--- src/rtl/gpr_wb_queue.sv ---
// rtl/gpr_wb_queue.sv - in-order GPR writeback queue with youngest-match read bypass
module gpr_wb_queue #(
    parameter int DEPTH   = 4,
    parameter int ID_BITS = 5,
    parameter int XLEN    = 32
) (
    input  logic                       clk,
    input  logic                       rst,
    input  logic                       in_valid,
    output logic                       in_ready,
    input  logic [ID_BITS-1:0]         in_id,
    input  logic [XLEN-1:0]            in_val,
    input  logic                       wb_stall,
    output logic                       gpr_we,
    output logic [ID_BITS-1:0]         gpr_write_id,
    output logic [XLEN-1:0]            gpr_write_val,
    input  logic [ID_BITS-1:0]         rd1_id,
    input  logic [ID_BITS-1:0]         rd2_id,
    output logic                       rd1_hit,
    output logic                       rd2_hit,
    output logic [XLEN-1:0]            rd1_val,
    output logic [XLEN-1:0]            rd2_val,
    output logic [$clog2(DEPTH+1)-1:0] count,
    output logic                       empty,
    output logic                       full
);
    localparam int PTR_W = $clog2(DEPTH);
    localparam int CNT_W = $clog2(DEPTH+1);

    logic [ID_BITS-1:0] ids  [DEPTH];
    logic [XLEN-1:0]    vals [DEPTH];
    logic [PTR_W-1:0]   head;
    logic [PTR_W-1:0]   tail;
    logic               push;
    logic               pop;
    logic [PTR_W-1:0]   idx;

    assign empty    = (count == '0);
    assign full     = (count == CNT_W'(DEPTH));
    assign in_ready = !full;
    // Writes to r0 complete the handshake but are discarded.
    assign push     = in_valid && in_ready && (in_id != '0);
    assign gpr_we   = !empty && !wb_stall;
    assign pop      = gpr_we;

    assign gpr_write_id  = empty ? '0 : ids[head];
    assign gpr_write_val = empty ? '0 : vals[head];

    always_ff @(posedge clk or posedge rst) begin
        if (rst) begin
            head  <= '0;
            tail  <= '0;
            count <= '0;
        end else begin
            if (push) tail <= tail + 1'b1;
            if (pop)  head <= head + 1'b1;
            count <= count + CNT_W'(push) - CNT_W'(pop);
        end
    end

    always_ff @(posedge clk) begin
        if (push) begin
            ids[tail]  <= in_id;
            vals[tail] <= in_val;
        end
    end

    // Walk oldest to youngest so the last match wins.
    always_comb begin
        rd1_hit = 1'b0;
        rd1_val = '0;
        rd2_hit = 1'b0;
        rd2_val = '0;
        idx     = '0;
        for (int i = 0; i < DEPTH; i++) begin
            idx = head + PTR_W'(i);
            if (CNT_W'(i) < count) begin
                if (rd1_id != '0 && ids[idx] == rd1_id) begin
                    rd1_hit = 1'b1;
                    rd1_val = vals[idx];
                end
                if (rd2_id != '0 && ids[idx] == rd2_id) begin
                    rd2_hit = 1'b1;
                    rd2_val = vals[idx];
                end
            end
        end
    end
endmodule

--- config.mk ---
export PLATFORM = sky130hd
export DESIGN_NAME = gpr_wb_queue
export DESIGN_NICKNAME = d
export VERILOG_FILES = /design/src/rtl/gpr_wb_queue.sv
export SDC_FILE = /design/constraint.sdc
export NUM_CORES = 1
export LEC_CHECK = 0
export ABC_AREA = 1
export CAP_MARGIN = 20
export CORE_ASPECT_RATIO = 1.2
export CORE_MARGIN = 2
export CORE_UTILIZATION = 50
export CTS_CLUSTER_DIAMETER = 120
export DETAILED_ROUTE_END_ITERATION = 6
export GPL_TIMING_DRIVEN = 0
export PLACE_DENSITY = 0.74
export SYNTH_ARGS = -nofsm -noshare
export SYNTH_HDL_FRONTEND = slang
export SYNTH_SLANG_ARGS = --single-unit
--- constraint.sdc ---
create_clock -name clk -period 3.5 [get_ports clk]
set_input_delay 0.525 -clock clk [delete_from_list [all_inputs] [get_ports clk]]
set_output_delay 0.525 -clock clk [all_outputs]
set_load 0.05 [all_outputs]
==> impl_results.md <==
* Status: finished, final reports clean
* H-tree levels at 4
* CTS tree: built
* Required @ worst endpoint at 2.97 ns
* Final slew viol count at 0
* Worst slew margin relative to its limit at 27.56%
* Clock-pin slew on the worst setup and hold paths at 0.06 ns
* Yosys reg bits at 155
* CP endpoint kind: output port
* Multiplexer share of the synthesized area at 0%
* Area Growth Syn to Fin at 28.92%
* RSZ-0062 raised after global routing: true
* Starting Density at 50.88%
* Die ar. at 25580 sq um
* Syn Inst Count at 1871
* Share of layout cells above drive strength 1 at 14.79%
* Core area at 23890 sq um
* Routed via count at 14.25k
* Mapped Area at 12160 sq um
* Placer congestion estimate at 0.9345
* Vias in the first global route at 13.26k
* Xor/xnor share of the synthesized area at 0.7925%
* Routed WL at 47460 um
* Synth Area in Compound Gates at 11.67%
* Launch point of the worst reg-to-reg path: count[2]
* Critical Path Slowest Stage Cell: dfrtp_1
* Reg2Reg Depth at 10
* Largest family of logic cells by synthesized area: simple AND/OR/NAND/NOR gates
* Site row count at 62
* GRT Total Usage at 35.58%
* CP max stage delay at 0.37 ns
* Routed Antenna Nets at 0
* Initial antenna violation count at 0
* FF-to-FF setup slack at 1.10 ns
* Max frequency at 288.9 MHz
* Worst Tran Pin Value at 1.085 ns
* Num CTS Buffers at 17
* Main area contributors after synthesis: edfxtp_1, nand2_1, o21ai_0
* RR Endpoint: count[2]
* CP startpoint kind: flip-flop
* First-pass GRT wire length at 70550 um
* Mean post-synth cell area at 6.497 sq um
* Simple-gate area share of the yosys netlist at 37.60%
* Clk_skew at 0.009954 ns
* Synthesized Nets at 1931
* Yosys top cell area share at 36.56%
* Drc violations at 0
* Clock sinks at 155
* Sequential fraction of the synthesis area at 38.00%
* Area occupied by multi-input gates at 6515 sq um
* Netlist cell types at 29
* CTS root buf: clkbuf_16
* Crit Path Category: reg2out
* DRT Pass-1 Iters at 7
* Max FO, Critical Path at 10
* Worst Path Arrival at 2.94 ns
* GR Overflow Total at 0
* Die Wd at 146.3 um
* Hold Path Class: in2async
* Endpoints failing setup at 0
* Die H at 174.8 um
* Number of vias per cell at 5.897
* Routed WL per cell at 19.64 um
* Nets@finish at 2143
* Ys Warns at 0
* Number of port buffers at 160
* N_diodes at 0
* Synth Area in Adders at 0.9881%
* Crit-path cells: buf_6, inv_4, buf_8, nand2_2, nand2_4, buf_8, nand3_1, nand3_1, nand2_1, nor2_4, buf_12, buf_2, nand4_1, nand3_1, nand2_1, nand2_1, buf_4
* Num ports at 161
* Fillers at 2168
* Register area at 4619 sq um
* Hold Vio Cnt, Final at 0
* Max-Cap Viols at 0
* Hold WS at 0.3029 ns
* Clk_lat worst skew at 0.45 ns
* Post-DP HPWL at 32180 um
* Leading area contributor after synthesis: edfxtp_1
* DRT iter0 DRCs at 2115
* Clock Tree Buf Depth at 2
* Fin crit share at 98.90%
* Largest net degree at the start of global routing at 24
* Post-layout min period at 3.462 ns
[Yosys cell counts]
library cell    n
a21oi_1         5
and2_1          1
buf_1          16
buf_2          47
buf_4          17
buf_6          11
clkbuf_1       38
dfrtp_1         7
edfxtp_1      148
fa_1            1
ha_1            8
inv_1         168
inv_2           3
nand2_1       642
nand2_2         2
nand2_4         1
nand3_1       123
nand3_2         3
nand4_1        66
nor2_1        268
nor2_2          6
nor3_1          2
o21ai_0       213
o21ai_1        57
o21ai_2         3
o311ai_2        1
or2_2           2
or3_1           1
xor2_1         11
[metrics by stage]
step                      setup WS [ns]  util, %  TNS [ns]  std cells  area [sq um]
final                           0.03842    65.59         0       2416         15670
after global placement           -1.533    59.28   -255.64       2351         14160
after floorplan                 -0.2737        -    -40.51       1871         12160
after global routing           -0.05950    65.59    -2.276       2416         15670
after detailed placement        -0.6540    59.74    -35.72       2355         14270
after CTS                       -0.1055    62.02   -0.1055       2394         14820
[kinds of logic (layout without fill, tap and decap cells)]
| kind of cell | count (synthesis) | in the layout |
|---|---|---|
| AOI/OAI and AO/OA | 279 | 279 |
| and+or+nand+nor | 1117 | 1118 |
| buffers and inverters | 300 | 524 |
| xor gates and xnor gates | 11 | 11 |
| DFF | 155 | 155 |
| adders and majority gates | 9 | 9 |
[worst max path at each step]
| stage | start | end | cells past startpoint |
|---|---|---|---|
| final | head[0] | rd2_val[11] | 17 |
| after global routing | head[0] | rd2_val[26] | 18 |
| after CTS | head[0] | rd2_val[27] | 18 |
| after detailed placement | rd2_id[2] | rd2_val[14] | 15 |
| after global placement | in_id[3] | vals[3][17] | 4 |
| after floorplan | count[1] | ids[0][0] | 4 |
[flip-flops by register name (all words and copies together), names as in the netlist]
name and count:
tail 2, ids 20, vals 128, head 2
count 3
[worst max-delay path: cells and delay by family (launching register included)]
| family | cells | cell delay [ns] |
|---|---|---|
| buffers and inverters | 7 | 1.06 |
| DFF | 1 | 0.37 |
| and+or+nand+nor | 10 | 1.02 |
[layer usage]
metal	global-route usage [%]	wire length (um)	vias up
li1	-	-	6495
met1	44.46	17310	6461
met2	58.06	22020	1088
met3	7.755	5726	202
met4	18.53	2409	0
met5	0	0	-
[placed cells by master (no fill, tap or decap), drive strengths merged]
cell	instances
nand4	66
o311ai	1
inv	176
clkinvlp	3
clkbuf	79
and2	1
nor2	274
dlygate4sd2	30
clkinv	5
fa	1
bufinv	1
dfrtp	7
or2	2
nand2	645
clkdlybuf4s15	2
a21oi	5
nand3	127
buf	166
clkdlybuf4s50	62
or3	1
nor3	2
edfxtp	148
ha	8
o21ai	273
xor2	11
[area by class of cell]
class                      count  area share (%)
buffer                       129           5.844
clock buffer                  18           2.738
clock inverter                14          0.8702
inverter                     171           4.127
multi-input combinational   1417           41.57
sequential                   155           29.47
tap                          320           2.555
timing repair buffer         192           12.82
[what timing repair did]
action / 4_1_cts / 5_1_grt
hold buffers: 0 / 0
setup buffers: 7 / 14
endpoints found under the setup margin: 98 / 80
cloned: 0 / 8
gates resized for setup: 450 / 210
pin swaps: 5 / 14
Power is not shown: default switching activity piles up to over one toggle a cycle in this logic, so the estimate is an artifact.
